**src/rtl/snn_img_loader_pkg.sv**
```systemverilog
// Shared types and sizing helpers for the SNN image loader.
// Optional build macro used by the loader: SNN_LOADER_TIMEOUT_EN.
package snn_pkg;

    typedef enum logic [2:0] {
        S_RECV   = 3'd0,
        S_UNPACK = 3'd1,
        S_START  = 3'd2,
        S_WAIT   = 3'd3,
        S_SEND   = 3'd4,
        S_TXWAIT = 3'd5
    } state_e;

    localparam int TX_W = 8;

    function automatic int ppb(input int pix_bits);
        return 8 / pix_bits;
    endfunction

    function automatic int nbytes(input int img_pixels, input int pix_bits);
        return (img_pixels + ppb(pix_bits) - 1) / ppb(pix_bits);
    endfunction

    function automatic int tx_pad_w(input int res_w);
        return TX_W - res_w;
    endfunction

endpackage

```
**src/rtl/snn_img_loader_if.sv**
```systemverilog
// Bus bundle between the image loader and its UART, pixel RAM and SNN core.
interface snn_img_loader_if #(
    parameter int ADDR_W   = 10,
    parameter int PIX_BITS = 1,
    parameter int RES_W    = 4
);
    logic                rx_rdy;
    logic [7:0]          rx_data;
    logic                ram_we;
    logic [ADDR_W-1:0]   ram_addr;
    logic [PIX_BITS-1:0] ram_wdata;
    logic                core_start;
    logic                core_done;
    logic [RES_W-1:0]    core_result;
    logic                tx_start;
    logic [7:0]          tx_data;
    logic                tx_rdy;
    logic                busy;
    logic [RES_W-1:0]    result;
    logic                err_ovf;
    logic                abort;

    modport master (
        input  rx_rdy, rx_data, core_done, core_result, tx_rdy,
        output ram_we, ram_addr, ram_wdata, core_start, tx_start, tx_data,
               busy, result, err_ovf, abort
    );

    modport slave (
        output rx_rdy, rx_data, core_done, core_result, tx_rdy,
        input  ram_we, ram_addr, ram_wdata, core_start, tx_start, tx_data,
               busy, result, err_ovf, abort
    );
endinterface

```
**src/rtl/snn_img_loader_unpacker.sv**
```systemverilog
// Byte shift register that hands out pixels LSB-first, PIX_BITS at a time.
module snn_unpacker
    import snn_pkg::*;
#(
    parameter int PIX_BITS = 1
) (
    input  logic                i_clk,
    input  logic                i_rst,
    input  logic                i_load,
    input  logic [7:0]          i_data,
    input  logic                i_shift,
    output logic [PIX_BITS-1:0] o_pix,
    output logic                o_last
);
    localparam int PPB = ppb(PIX_BITS);

    logic [7:0] r_shreg;
    logic [3:0] r_sub;

    // Load a fresh byte or step to the next pixel within it.
    always_ff @(posedge i_clk) begin
        if (i_rst) begin
            r_shreg <= 8'd0;
            r_sub   <= 4'd0;
        end else if (i_load) begin
            r_shreg <= i_data;
            r_sub   <= 4'd0;
        end else if (i_shift) begin
            r_shreg <= r_shreg >> PIX_BITS;
            r_sub   <= r_sub + 4'd1;
        end
    end

    assign o_pix  = r_shreg[PIX_BITS-1:0];
    assign o_last = (r_sub == 4'(PPB - 1));
endmodule

```
**src/rtl/snn_img_loader.sv**
```systemverilog
// UART-to-core sequencer: unpack image bytes into RAM, run the core, send the result.
// Define SNN_LOADER_TIMEOUT_EN to abort a partial image after TIMEOUT_CYC idle cycles.
module snn_img_loader
    import snn_pkg::*;
#(
    parameter int IMG_PIXELS  = 784,
    parameter int PIX_BITS    = 1,
    parameter int ADDR_W      = 10,
    parameter int RES_W       = 4,
    parameter int TIMEOUT_CYC = 2_500_000
) (
    input  logic               i_clk,
    input  logic               i_rst,
    snn_img_loader_if.master   if_bus
);
    localparam int NBYTES = nbytes(IMG_PIXELS, PIX_BITS);
    localparam int BC_W   = $clog2(NBYTES + 1);
    localparam int PAD_W  = tx_pad_w(RES_W);

    state_e              r_state;
    state_e              w_next;
    logic [ADDR_W-1:0]   r_pix_cnt;
    logic [BC_W-1:0]     r_byte_cnt;
    logic [RES_W-1:0]    r_result;
    logic                r_err_ovf;
    logic                r_tx_hold;
    logic                w_load;
    logic                w_last_sub;
    logic                w_last_pix;
    logic                w_timeout;
    logic [PIX_BITS-1:0] w_pix;

    assign w_load     = (r_state == S_RECV) && if_bus.rx_rdy;
    assign w_last_pix = (r_pix_cnt == ADDR_W'(IMG_PIXELS - 1));

    snn_unpacker #(.PIX_BITS(PIX_BITS)) u_unpacker (
        .i_clk   (i_clk),
        .i_rst   (i_rst),
        .i_load  (w_load),
        .i_data  (if_bus.rx_data),
        .i_shift (r_state == S_UNPACK),
        .o_pix   (w_pix),
        .o_last  (w_last_sub)
    );

    // Next-state decode.
    always_comb begin
        w_next = r_state;
        case (r_state)
            S_RECV:   if (w_load) w_next = S_UNPACK; else w_next = S_RECV;
            S_UNPACK: begin
                if (w_last_pix)      w_next = S_START;
                else if (w_last_sub) w_next = S_RECV;
                else                 w_next = S_UNPACK;
            end
            S_START:  w_next = S_WAIT;
            S_WAIT:   if (if_bus.core_done) w_next = S_SEND; else w_next = S_WAIT;
            S_SEND:   if (if_bus.tx_rdy) w_next = S_TXWAIT; else w_next = S_SEND;
            // r_tx_hold skips the cycle in which the transmitter may still report idle.
            S_TXWAIT: if (!r_tx_hold && if_bus.tx_rdy) w_next = S_RECV; else w_next = S_TXWAIT;
            default:  w_next = S_RECV;
        endcase
    end

    // State, counters, held result and sticky overrun flag.
    always_ff @(posedge i_clk) begin
        if (i_rst) begin
            r_state    <= S_RECV;
            r_pix_cnt  <= '0;
            r_byte_cnt <= '0;
            r_result   <= '0;
            r_err_ovf  <= 1'b0;
            r_tx_hold  <= 1'b0;
        end else begin
            r_state <= w_next;
            if (r_state == S_UNPACK) begin
                r_pix_cnt <= w_last_pix ? '0 : r_pix_cnt + ADDR_W'(1);
            end else if (r_state == S_START || w_timeout) begin
                r_pix_cnt <= '0;
            end
            if (w_load) begin
                r_byte_cnt <= r_byte_cnt + BC_W'(1);
            end else if (w_timeout || (r_state == S_TXWAIT && w_next == S_RECV)) begin
                r_byte_cnt <= '0;
            end
            if (r_state == S_WAIT && if_bus.core_done) begin
                r_result <= if_bus.core_result;
            end
            if (if_bus.rx_rdy && r_state != S_RECV) begin
                r_err_ovf <= 1'b1;
            end
            r_tx_hold <= (r_state == S_SEND) && if_bus.tx_rdy;
        end
    end

`ifdef SNN_LOADER_TIMEOUT_EN
    localparam int TO_W = $clog2(TIMEOUT_CYC + 1);
    logic [TO_W-1:0] r_to_cnt;

    assign w_timeout = (r_state == S_RECV) && (r_byte_cnt != '0) && !if_bus.rx_rdy
                       && (r_to_cnt == TO_W'(TIMEOUT_CYC - 1));

    // Idle timer, only running while a partial image sits in RECV.
    always_ff @(posedge i_clk) begin
        if (i_rst) begin
            r_to_cnt <= '0;
        end else if (r_state != S_RECV || r_byte_cnt == '0 || if_bus.rx_rdy || w_timeout) begin
            r_to_cnt <= '0;
        end else begin
            r_to_cnt <= r_to_cnt + TO_W'(1);
        end
    end
`else
    // TIMEOUT_CYC has no effect here; the guard only keeps the parameter referenced.
    if (TIMEOUT_CYC >= 1) begin : g_no_timeout
        assign w_timeout = 1'b0;
    end else begin : g_no_timeout_alt
        assign w_timeout = 1'b0;
    end
`endif

    if (PAD_W > 0) begin : g_tx_pad
        assign if_bus.tx_data = {{PAD_W{1'b0}}, r_result};
    end else begin : g_tx_nopad
        assign if_bus.tx_data = r_result;
    end

    assign if_bus.ram_we     = (r_state == S_UNPACK);
    assign if_bus.ram_addr   = r_pix_cnt;
    assign if_bus.ram_wdata  = w_pix;
    assign if_bus.core_start = (r_state == S_START);
    assign if_bus.tx_start   = (r_state == S_SEND) && if_bus.tx_rdy;
    assign if_bus.busy       = !((r_state == S_RECV) && (r_byte_cnt == '0));
    assign if_bus.result     = r_result;
    assign if_bus.err_ovf    = r_err_ovf;
    assign if_bus.abort      = w_timeout;
endmodule

```
**src/flat_wrapper.sv**
```systemverilog
// flat-port wrapper written by rule: the top's interface ports become plain ports
module snn_img_loader_flat import snn_pkg::*;
#(
    parameter int IMG_PIXELS  = 784,
    parameter int PIX_BITS    = 1,
    parameter int ADDR_W      = 10,
    parameter int RES_W       = 4,
    parameter int TIMEOUT_CYC = 2_500_000
)
  (i_clk, i_rst, if_bus_rx_rdy, if_bus_rx_data, if_bus_core_done, if_bus_core_result, if_bus_tx_rdy, if_bus_ram_we, if_bus_ram_addr, if_bus_ram_wdata, if_bus_core_start, if_bus_tx_start, if_bus_tx_data, if_bus_busy, if_bus_result, if_bus_err_ovf, if_bus_abort);
  snn_img_loader_if #(.ADDR_W(ADDR_W), .PIX_BITS(PIX_BITS), .RES_W(RES_W)) if_bus_i ();
  input  logic i_clk;
  input  logic i_rst;
  input wire logic [$bits(if_bus_i.rx_rdy)-1:0] if_bus_rx_rdy;
  input wire logic [$bits(if_bus_i.rx_data)-1:0] if_bus_rx_data;
  input wire logic [$bits(if_bus_i.core_done)-1:0] if_bus_core_done;
  input wire logic [$bits(if_bus_i.core_result)-1:0] if_bus_core_result;
  input wire logic [$bits(if_bus_i.tx_rdy)-1:0] if_bus_tx_rdy;
  output wire logic [$bits(if_bus_i.ram_we)-1:0] if_bus_ram_we;
  output wire logic [$bits(if_bus_i.ram_addr)-1:0] if_bus_ram_addr;
  output wire logic [$bits(if_bus_i.ram_wdata)-1:0] if_bus_ram_wdata;
  output wire logic [$bits(if_bus_i.core_start)-1:0] if_bus_core_start;
  output wire logic [$bits(if_bus_i.tx_start)-1:0] if_bus_tx_start;
  output wire logic [$bits(if_bus_i.tx_data)-1:0] if_bus_tx_data;
  output wire logic [$bits(if_bus_i.busy)-1:0] if_bus_busy;
  output wire logic [$bits(if_bus_i.result)-1:0] if_bus_result;
  output wire logic [$bits(if_bus_i.err_ovf)-1:0] if_bus_err_ovf;
  output wire logic [$bits(if_bus_i.abort)-1:0] if_bus_abort;
  assign if_bus_i.rx_rdy = if_bus_rx_rdy;
  assign if_bus_i.rx_data = if_bus_rx_data;
  assign if_bus_i.core_done = if_bus_core_done;
  assign if_bus_i.core_result = if_bus_core_result;
  assign if_bus_i.tx_rdy = if_bus_tx_rdy;
  assign if_bus_ram_we = if_bus_i.ram_we;
  assign if_bus_ram_addr = if_bus_i.ram_addr;
  assign if_bus_ram_wdata = if_bus_i.ram_wdata;
  assign if_bus_core_start = if_bus_i.core_start;
  assign if_bus_tx_start = if_bus_i.tx_start;
  assign if_bus_tx_data = if_bus_i.tx_data;
  assign if_bus_busy = if_bus_i.busy;
  assign if_bus_result = if_bus_i.result;
  assign if_bus_err_ovf = if_bus_i.err_ovf;
  assign if_bus_abort = if_bus_i.abort;
  snn_img_loader #(.IMG_PIXELS(IMG_PIXELS), .PIX_BITS(PIX_BITS), .ADDR_W(ADDR_W), .RES_W(RES_W), .TIMEOUT_CYC(TIMEOUT_CYC)) u_core (.i_clk(i_clk), .i_rst(i_rst), .if_bus(if_bus_i));
endmodule
```
**config.mk**
```make
export PLATFORM = sky130hd
export DESIGN_NAME = snn_img_loader_flat
export DESIGN_NICKNAME = d
export VERILOG_FILES = /design/src/rtl/snn_img_loader_pkg.sv /design/src/rtl/snn_img_loader_if.sv /design/src/rtl/snn_img_loader_unpacker.sv /design/src/rtl/snn_img_loader.sv /design/src/flat_wrapper.sv
export SDC_FILE = /design/constraint.sdc
export NUM_CORES = 1
export LEC_CHECK = 0
export ABC_AREA = 0
export BUFFER_PORTS_ARGS = -buffer_cell sky130_fd_sc_hd__buf_2
export CAP_MARGIN = 20
export CORE_MARGIN = 2
export CORE_UTILIZATION = 50
export CTS_BUF_LIST = sky130_fd_sc_hd__clkbuf_4 sky130_fd_sc_hd__clkbuf_8
export DETAILED_ROUTE_END_ITERATION = 8
export PLACE_DENSITY = 0.78
export REMOVE_ABC_BUFFERS = 1
export SLEW_MARGIN = 20
export SYNTH_ARGS = -nofsm -noshare
export SYNTH_HDL_FRONTEND = slang
export SYNTH_SLANG_ARGS = --single-unit
export TNS_END_PERCENT = 20
```
**constraint.sdc**
```tcl
create_clock -name i_clk -period 1.95 [get_ports i_clk]
set_input_delay 0.585 -clock i_clk [delete_from_list [all_inputs] [get_ports i_clk]]
set_output_delay 0.585 -clock i_clk [all_outputs]
set_load 0.05 [all_outputs]
```
==> results of run 1 <==
==> metal layers <==
metal / global-route usage (%) / vias to the layer above / share of wire (%)
met3: 7.02 / 8 / 6.3
met5: 0 / - / 0
met4: 8.85 / 0 / 1.7
li1: - / 858 / -
met1: 26.8 / 795 / 45
met2: 35.0 / 62 / 47
==> worst max-delay path, stage by stage (launching register included) <==
cell	delay, ns
dfxtp_2	0.37
or3_4	0.38
nand4bb_1	0.22
buf_6	0.18
==> cells by family after synthesis <==
group,Yosys count,synth area share (%)
mux,6,3.15
buf+inv,29,8.60
compound gates,55,19.4
fa+ha+maj,4,2.63
xor+xnor,6,2.76
flops,38,39.9
simple gates,82,23.4
other cells,1,0.197
==> repair_timing <==
action / 4_1_cts / 5_1_grt
setup endpoints to repair: 3 / 3
pin swaps: 0 / 1
gates resized for setup: 8 / 6
==> worst max-delay path by stage <==
stage,cells past startpoint,slack (ns),from,endpoint
2_1_floorplan,2,-0.37,if_bus_tx_rdy,if_bus_tx_start
3_3_place_gp,5,0.09,if_bus_rx_rdy,u_core.r_byte_cnt[6]$_SDFFE_PP0P_
3_5_place_dp,6,0.05,if_bus_rx_rdy,u_core.r_byte_cnt[2]$_SDFFE_PP0P_
4_1_cts,3,-0.04,u_core.r_state[1]$_SDFF_PP0_,if_bus_busy
5_1_grt,3,-0.11,u_core.r_state[1]$_SDFF_PP0_,if_bus_busy
6_report,3,-0.07,u_core.r_state[1]$_SDFF_PP0_,if_bus_busy
==> final cells by class <==
cell class | count | share of cell area (%)
Multi-Input combinational cell | 158 | 44.0
Sequential cell | 38 | 33.4
Timing Repair Buffer | 52 | 14.1
Clock buffer | 6 | 3.61
Tap cell | 48 | 2.63
Clock inverter | 1 | 1.31
Inverter | 6 | 0.985
==> cells in the mapped netlist, drive strengths merged (4+ instances only) <==
library cell,number,area (sq um)
buf,17,119
clkbuf,6,22.5
a21oi,18,90.1
nand3,7,35.0
nor3,8,45.0
dfxtp,38,761
nand2,22,82.6
o21ai,7,35.0
nor2,17,63.8
nand2b,4,25.0
ha,4,50.1
a22oi,8,60.1
inv,6,22.5
a31oi,8,50.1
mux2i,6,60.1
==> state kept, by name (all words and copies together) (netlist names) <==
name / count
u_core.if_bus.ram_addr: 10
u_core.u_unpacker.r_shreg: 8
u_core.r_byte_cnt: 7
u_core.if_bus.result: 4
u_core.u_unpacker.r_sub: 4
u_core.r_state: 3
u_core.if_bus.err_ovf: 1
u_core.r_tx_hold: 1
==> power groups by stage <==
stage / logic (W) / registers, W / clock network [W]
after global placement: 0.000244 / 0.000835 / 0
after detailed placement: 0.000249 / 0.000835 / 0
after CTS: 0.000260 / 0.000818 / 0.000689
after floorplan: 0.000138 / 0.000856 / 0
final: 0.000262 / 0.000819 / 0.000678
after global routing: 0.000287 / 0.000822 / 0.000727
==> through the flow <==
stage               TNS, ns  cell area [sq um]  utilization, %  cells
floorplan             -1.48               1780               -    202
global placement          0               2140            58.5    302
detailed placement        0               2140            58.5    302
CTS                 -0.0449               2270            62.1    309
global route         -0.108               2290            62.5    309
finish              -0.0662               2290            62.5    309
==> cells in the final DEF (no fill, tap or decap), types with 3 or more instances in the layout <==
master,count
mux2i_1,6
nand2b_1,4
clkbuf_8,6
and3_1,3
dfxtp_1,35
buf_2,37
nand3_1,7
nand3b_1,3
dfxtp_2,3
xor2_1,3
nor3_1,7
o21ai_0,7
xnor2_1,3
conb_1,5
nor2_1,16
buf_4,11
a31oi_1,8
ha_1,4
inv_1,5
a22oi_1,8
buf_6,3
a41oi_1,3
a21oi_1,18
nand2_1,22
==> out/results.ini, run 1 <==
[timing]
rsz0062_at_grt=true
max_freq_ghz=0.496
finalClockSkew_ns=0.00273
finalWorstSetupSlack_ns=-0.0662
timing.hold.ws_ns=0.455
final.period_utilization_pct=103
finalSetupViolations=1
hold_viol_final=0
finalMaxSlewViolations=0
period_needed_ns=2.02

[final_layout]
seqCellArea_sq_um=764
area_growth_pct=20.0
drive_above_1_share_pct=27.6
n_fill_cell=327
multi_input_area_sq_um=1010
n_antenna_cell=0
nets=282

[power_and_ir_drop]
sw_frac_of_total_pct=25.8
p_leak_nw=0.984
comb_power_share_pct=14.9
p_clk_share_pct=38.5
pwr-share-seq_pct=46.6
ir_worst_vdd_mv=0.445
powerDensity_nw_per_um2=769
total_power_w=0.00176
power.switching_w=0.000454
p_int_w=0.00130

[worst_hold_path]
whs_endpoint=u_core.u_unpacker.r_shreg[2]$_SDFFE_PP0P_
hold_path.startpoint=u_core.u_unpacker.r_shreg[2]$_SDFFE_PP0P_
hold_path_depth=2
min_path_type=reg -> reg

[yosys]
synth-seq-area-share_pct=39.9
yosysUniqueCellTypes=47
ys_async_sr_fraction_pct=0
syn_area_sq_um=1910
postSynthCellCount=221
synth-main-ff-cell=dfxtp_1
ys_seq_elements=38
synth_edf_count=0
yosysWarnings=0
syn_area_per_cell_sq_um=8.62

[setup_path]
start_kind=flip-flop
r2r-start=u_core.r_state[1]$_SDFF_PP0_
critPathMaxFanout=7
worstSetupEndpointType=output port
r2r-end=u_core.if_bus.ram_addr[5]$_SDFFE_PP0P_
worst_ep_arrival_time_ns=1.43
critPathKind=reg -> out
reg2reg_depth=6
cp.required_ns=1.36
rrSetupSlack_ns=0.14

[routing]
drcViolationCount=0
via_per_inst=5.58
route.vias.total=1723
wl_um=4290
wire_per_inst_um=13.9
drtAntennaViolNets=0
drtPass1Iterations=5
drt_iter0_drc=125

[die]
die_x_um=65.7
rows=22
die_h_um=65.7
io_pins=46
core-area_sq_um=3660
start_util_pct=52.1
die_area_sq_um=4320

[outcome]
status=finished, violations left
violations=setup timing

[grt]
grt_overflow=0
grt_pass1_wl_um=7280
grt_max_degree=34
grt_usage_pct=21.7
grt_pass1_vias=1670
antenna_found_initial=0

[clocking]
cts_root_buffer=clkbuf_8
cts_sinks=38
h-tree-depth=2
clockBufferDepth=2
clk_pin_slew_ns=0.07
ctsHoldBuffers=0
cts_buffers=5
insertion_delay_ns=0.29
cts_setup_buffers=0
cts_tree=yes

[placement]
gp_congestion=0.843
pre_cts_ws_ns=0.0486
dpl.hpwl_um=2900
portBuffers=40

[job]
maxCapViolations=0

(Power assumes the default switching activity.)
==> run 2: changes to the inputs <==
--- a/config.mk
+++ b/config.mk
@@ -8,6 +8,7 @@
 export ABC_AREA = 0
 export BUFFER_PORTS_ARGS = -buffer_cell sky130_fd_sc_hd__buf_2
 export CAP_MARGIN = 20
+export CORE_ASPECT_RATIO = 1.4
 export CORE_MARGIN = 2
 export CORE_UTILIZATION = 50
 export CTS_BUF_LIST = sky130_fd_sc_hd__clkbuf_4 sky130_fd_sc_hd__clkbuf_8
==> out/results.ini, run 2 (same netlist as run 1, synthesis figures left out) <==
[final_layout]
n_fill_cell=331  ; +1.2%
drive_above_1_share_pct=28.1  ; +0.55 points
multi_input_area_sq_um=1010  ; unchanged
mostFrequentLayoutCells=37 x buf_2, 35 x dfxtp_1, 22 x nand2_1
final_common_cell=buf_2
largest_reg_flops=10  ; unchanged
seqCellArea_sq_um=764  ; unchanged
nets=284  ; +0.71%
area_growth_pct=18.3
n_antenna_cell=0  ; unchanged

[setup_path]
critPathBufInv=1  ; unchanged
worst_ep_arrival_time_ns=1.39  ; -0.04 ns
crit_chain=or3_4 > nand4bb_1 > buf_6
critical_path.top_delay_family=simple AND/OR/NAND/NOR gates
slowest_stage=or3_4
max_stage_delay_ns=0.38  ; about the same
critPathKind=reg -> out
cp.required_ns=1.36  ; about the same
worstSetupEndpointType=output port
critPathMaxFanout=6  ; -1
start_kind=flip-flop

[power_and_ir_drop]
powerDensity_nw_per_um2=710  ; -7.7%
ir_worst_vdd_mv=0.667  ; +50%
p_leak_nw=0.974  ; -1.0%
total_power_w=0.00160  ; -9.1%

[routing]
wl_um=4130  ; -3.8%
drcViolationCount=0  ; unchanged
drtAntennaViolNets=0  ; unchanged
wire_per_inst_um=13.5  ; -2.5%
drtPass1Iterations=4  ; -1
route.vias.total=1757  ; +2.0%
via_per_inst=5.76  ; +3.3%
drt_iter0_drc=49  ; -61%

[die]
rows=26  ; +18%
start_util_pct=52.3  ; +0.25 points
die_x_um=56.2  ; -15%
io_pins=46  ; unchanged
die_h_um=77.0  ; +17%
die_area_sq_um=4330  ; +0.16%
core-area_sq_um=3640  ; -0.48%

[job]
maxCapViolations=0  ; unchanged

[grt]
grt_pass1_wl_um=6900  ; -5.2%
grt_max_degree=25  ; -26%
grt_overflow=0  ; unchanged
grt_pass1_vias=1633  ; -2.2%
antenna_found_initial=0  ; unchanged
grt_usage_pct=19.6  ; -2.2 points

[placement]
dpl.hpwl_um=2990  ; +2.9%
portBuffers=40  ; unchanged
gp_congestion=0.896  ; +6.2%
pre_cts_ws_ns=0.0631  ; +0.0145 ns

[clocking]
clockBufferDepth=2  ; unchanged
ctsHoldBuffers=0  ; unchanged
clk_pin_slew_ns=0.07  ; about the same
insertion_delay_ns=0.29  ; about the same
cts_root_buffer=clkbuf_8
h-tree-depth=2  ; unchanged
cts_tree=yes
cts_sinks=38  ; unchanged
cts_buffers=5  ; unchanged

[outcome]
violations=setup timing
status=finished, violations left

[timing]
final.period_utilization_pct=101  ; -2.1 points
period_needed_ns=1.98  ; -0.0403 ns
finalMaxSlewViolations=0  ; unchanged
hold_viol_final=0  ; unchanged
finalWorstSetupSlack_ns=-0.0259  ; +0.0403 ns
finalSetupTns_ns=-0.0259  ; +0.0403 ns
max_freq_ghz=0.506  ; +2.0%
finalSetupViolations=1  ; unchanged
finalClockSkew_ns=0.00700  ; +0.00427 ns
rsz0062_at_grt=true

[worst_hold_path]
min_path_type=reg -> reg

==> run 2: power by group <==
| group | total [W] | switching (W) | internal, W |
|---|---|---|---|
| Clock | 0.000525 | 0.000266 | 0.000259 |
| Sequential | 0.000818 | 0.0000184 | 0.000800 |
| Combinational | 0.000256 | 0.000165 | 0.0000910 |
==> run 2: per-layer routing <==
metal / global-route usage, % / share of wire (%) / routed length, um
met1: 21.0 / 41 / 1700
met2: 33.4 / 51 / 2100
met3: 6.58 / 5.3 / 218
met4: 10.2 / 2.8 / 116
met5: 0 / 0 / 0
==> run 2: worst paths after layout <==
kind | start | to | slack (ns) | depth (start not counted)
max reg2reg | u_core.r_state[0]$_SDFF_PP0_ | u_core.r_byte_cnt[2]$_SDFFE_PP0P_ | 0.16 | 6
min reg2reg | u_core.u_unpacker.r_shreg[4]$_SDFFE_PP0P_ | u_core.u_unpacker.r_shreg[4]$_SDFFE_PP0P_ | 0.46 | 2
max | u_core.r_state[1]$_SDFF_PP0_ | if_bus_busy | -0.03 | 3
min | u_core.u_unpacker.r_shreg[4]$_SDFFE_PP0P_ | u_core.u_unpacker.r_shreg[4]$_SDFFE_PP0P_ | 0.46 | 2
==> run 2: through the flow <==
step	util [%]	hold WS, ns	std cells	area [sq um]
6_report	61.8	0.460	305	2250
5_1_grt	61.8	0.483	305	2250
4_1_cts	61.5	0.459	305	2240
3_5_place_dp	58.7	0.448	298	2140
3_3_place_gp	58.7	0.443	298	2140
2_1_floorplan	-	0.431	202	1780
==> run 2: worst min-delay path, stage by stage (launching register included) <==
cell     delay [ns]
dfxtp_1        0.31
nand2_1        0.05
a21oi_1        0.05
==> run 2: what timing repair did <==
action,in CTS,in global routing
buffers inserted,0,0
resized for setup,8,6
endpoints found under the setup margin,3,3
==> run 2: area by class of cell <==
| type | instances | area share (%) |
|---|---|---|
| well taps | 42 | 2.33 |
| repair buffers | 54 | 14.4 |
| clock buffers | 6 | 3.39 |
| clock inverters | 1 | 0.333 |
| flip-flops and latches | 38 | 33.9 |
| inverters | 6 | 0.999 |
| multi-input cells | 158 | 44.6 |
==> run 3: changes to the inputs <==
--- a/config.mk
+++ b/config.mk
@@ -6,12 +6,13 @@
 export NUM_CORES = 1
 export LEC_CHECK = 0
 export ABC_AREA = 0
-export BUFFER_PORTS_ARGS = -buffer_cell sky130_fd_sc_hd__buf_2
+export BUFFER_PORTS_ARGS = -buffer_cell sky130_fd_sc_hd__buf_4
 export CAP_MARGIN = 20
 export CORE_ASPECT_RATIO = 1.4
 export CORE_MARGIN = 2
 export CORE_UTILIZATION = 50
 export CTS_BUF_LIST = sky130_fd_sc_hd__clkbuf_4 sky130_fd_sc_hd__clkbuf_8
+export CTS_CLUSTER_SIZE = 40
 export DETAILED_ROUTE_END_ITERATION = 8
 export PLACE_DENSITY = 0.78
 export REMOVE_ABC_BUFFERS = 1
==> out/results.ini, run 3 (same netlist as run 1, synthesis figures left out) <==
[grt]
grt_usage_pct=21.0  ; +1.4 points
antenna_found_initial=0  ; unchanged
grt_max_degree=23  ; -8.0%
grt_pass1_wl_um=7280  ; +5.5%
grt_overflow=0  ; unchanged
grt_pass1_vias=1668  ; +2.1%

[timing]
finalWorstSetupSlack_ns=-0.0504  ; -0.0245 ns
hold_viol_final=0  ; unchanged
finalMaxSlewViolations=0  ; unchanged
max_freq_ghz=0.500  ; -1.2%
rsz0062_at_grt=true
finalClockSkew_ns=0.00647  ; -0.000526 ns
finalSetupViolations=1  ; unchanged
final.period_utilization_pct=103  ; +1.3 points
period_needed_ns=2.00  ; +0.0245 ns
finalSetupTns_ns=-0.0504  ; -0.0245 ns

[setup_path]
rrSetupSlack_ns=0.16  ; about the same
worstSetupEndpointType=output port
critPathKind=reg -> out
cp.required_ns=1.36  ; about the same
r2r-start=u_core.r_state[0]$_SDFF_PP0_
reg2reg_depth=6  ; unchanged
r2r-end=u_core.r_byte_cnt[3]$_SDFFE_PP0P_
worst_ep_arrival_time_ns=1.42  ; +0.03 ns
start_kind=flip-flop
critPathMaxFanout=7  ; +1

[clocking]
cts_buffers=5  ; unchanged
cts_tree=yes
cts_sinks=38  ; unchanged
clockBufferDepth=2  ; unchanged
clk_pin_slew_ns=0.08  ; about the same
insertion_delay_ns=0.29  ; about the same
cts_root_buffer=clkbuf_8
h-tree-depth=2  ; unchanged

[worst_hold_path]
hold_path_depth=2  ; unchanged
whs_endpoint=u_core.u_unpacker.r_shreg[1]$_SDFFE_PP0P_
min_path_type=reg -> reg
hold_path.startpoint=u_core.u_unpacker.r_shreg[1]$_SDFFE_PP0P_

[final_layout]
final_area_sq_um=2390  ; +6.2%
largest_reg_flops=10  ; unchanged
final_common_cell=buf_4
drive_above_1_share_pct=28.3  ; +0.17 points
n_fill_cell=325  ; -1.8%
n_antenna_cell=0  ; unchanged
mostFrequentLayoutCells=52 x buf_4, 35 x dfxtp_1, 22 x nand2_1
nets=285  ; +0.35%
area_growth_pct=25.5

[placement]
dpl.hpwl_um=3020  ; +1.2%
portBuffers=40  ; unchanged
placed_cell_area_sq_um=2240  ; +4.9%
gp_congestion=0.823  ; -8.1%

[outcome]
violations=setup timing
status=finished, violations left

[die]
start_util_pct=52.3  ; unchanged
die_x_um=56.2  ; unchanged
die_h_um=77.0  ; unchanged
rows=26  ; unchanged
die_area_sq_um=4330  ; unchanged
io_pins=46  ; unchanged
core-area_sq_um=3640  ; unchanged

[routing]
drcViolationCount=0  ; unchanged
wire_per_inst_um=13.9  ; +2.7%
wl_met2_um=2260  ; +7.9%
drtPass1Iterations=4  ; unchanged
drt_iter0_drc=61  ; +24%
route.vias.total=1740  ; -0.97%
wl_um=4270  ; +3.4%
drtAntennaViolNets=0  ; unchanged
via_per_inst=5.67  ; -1.6%
top_layer=met4
dr_wl_met3_um=196  ; -10%
wl_met1_um=1720  ; +1.0%

[power_and_ir_drop]
ir_worst_vdd_mv=0.539  ; -19%
powerDensity_nw_per_um2=731  ; +3.0%
p_leak_nw=1.01  ; +4.0%

[job]
maxCapViolations=0  ; unchanged

-- run 3: changes by cell type in the layout (fill, tap and decap cells not counted), moves of 2 or more --
cell and change:
dfxtp_2 -3, dfxtp_4 +3, clkinv_2 +2, buf_2 -37
buf_4 +38
-- run 3: timing repair --
action	in CTS	in global routing
setup endpoints to repair	3	3
buffers inserted	2	0
pin swaps	0	0
hold buffers	0	0
gates resized for setup	9	2
-- run 3: power breakdown --
part	switching (W)	internal [W]	total [W]
Clock	0.000283	0.000376	0.000659
Sequential	0.0000181	0.000797	0.000815
Combinational	0.000166	0.000110	0.000276
Total	0.000467	0.00128	0.00175
-- run 3: final cells by class --
cell class                      count  area, sq um  share of cell area, %
Sequential cell                    38          772                   32.3
Multi-Input combinational cell    158         1000                   41.9
Tap cell                           42         52.6                   2.20
Clock inverter                      3         40.0                   1.67
Clock buffer                        5         68.8                   2.88
Timing Repair Buffer               55          433                   18.1
Inverter                            6         22.5                  0.941
-- run 3: worst max-delay path: stages, from the launching register on --
cell and delay [ns]:
dfxtp_4 0.38, or3_4 0.37, nand4bb_1 0.20, buf_6 0.18
-- run 3: worst max path at each step --
stage                     slack (ns)               to                    startpoint
after floorplan                -0.37  if_bus_tx_start                 if_bus_tx_rdy
after global placement          0.07    if_bus_ram_we  u_core.r_state[0]$_SDFF_PP0_
after detailed placement        0.05    if_bus_ram_we  u_core.r_state[0]$_SDFF_PP0_
after CTS                      -0.05      if_bus_busy  u_core.r_state[1]$_SDFF_PP0_
after global routing           -0.10      if_bus_busy  u_core.r_state[1]$_SDFF_PP0_
final                          -0.05      if_bus_busy  u_core.r_state[1]$_SDFF_PP0_
-- run 3: per-stage QoR --
step / worst slack (ns) / util (%) / hold slack, ns / total power [W] / cells
floorplan: -0.373 / - / 0.431 / 0.000994 / 202
global placement: 0.0688 / 61.5 / 0.444 / 0.00109 / 297
detailed placement: 0.0541 / 61.5 / 0.448 / 0.00110 / 297
CTS: -0.0467 / 65.6 / 0.460 / 0.00177 / 307
global route: -0.104 / 65.7 / 0.486 / 0.00182 / 307
finish: -0.0504 / 65.7 / 0.460 / 0.00175 / 307
-- run 3: routing by layer --
layer / global-route usage, % / vias up
met5: 0 / -
met4: 9.76 / 0
met3: 5.56 / 9
met2: 37.8 / 49
met1: 22.2 / 819
li1: - / 863
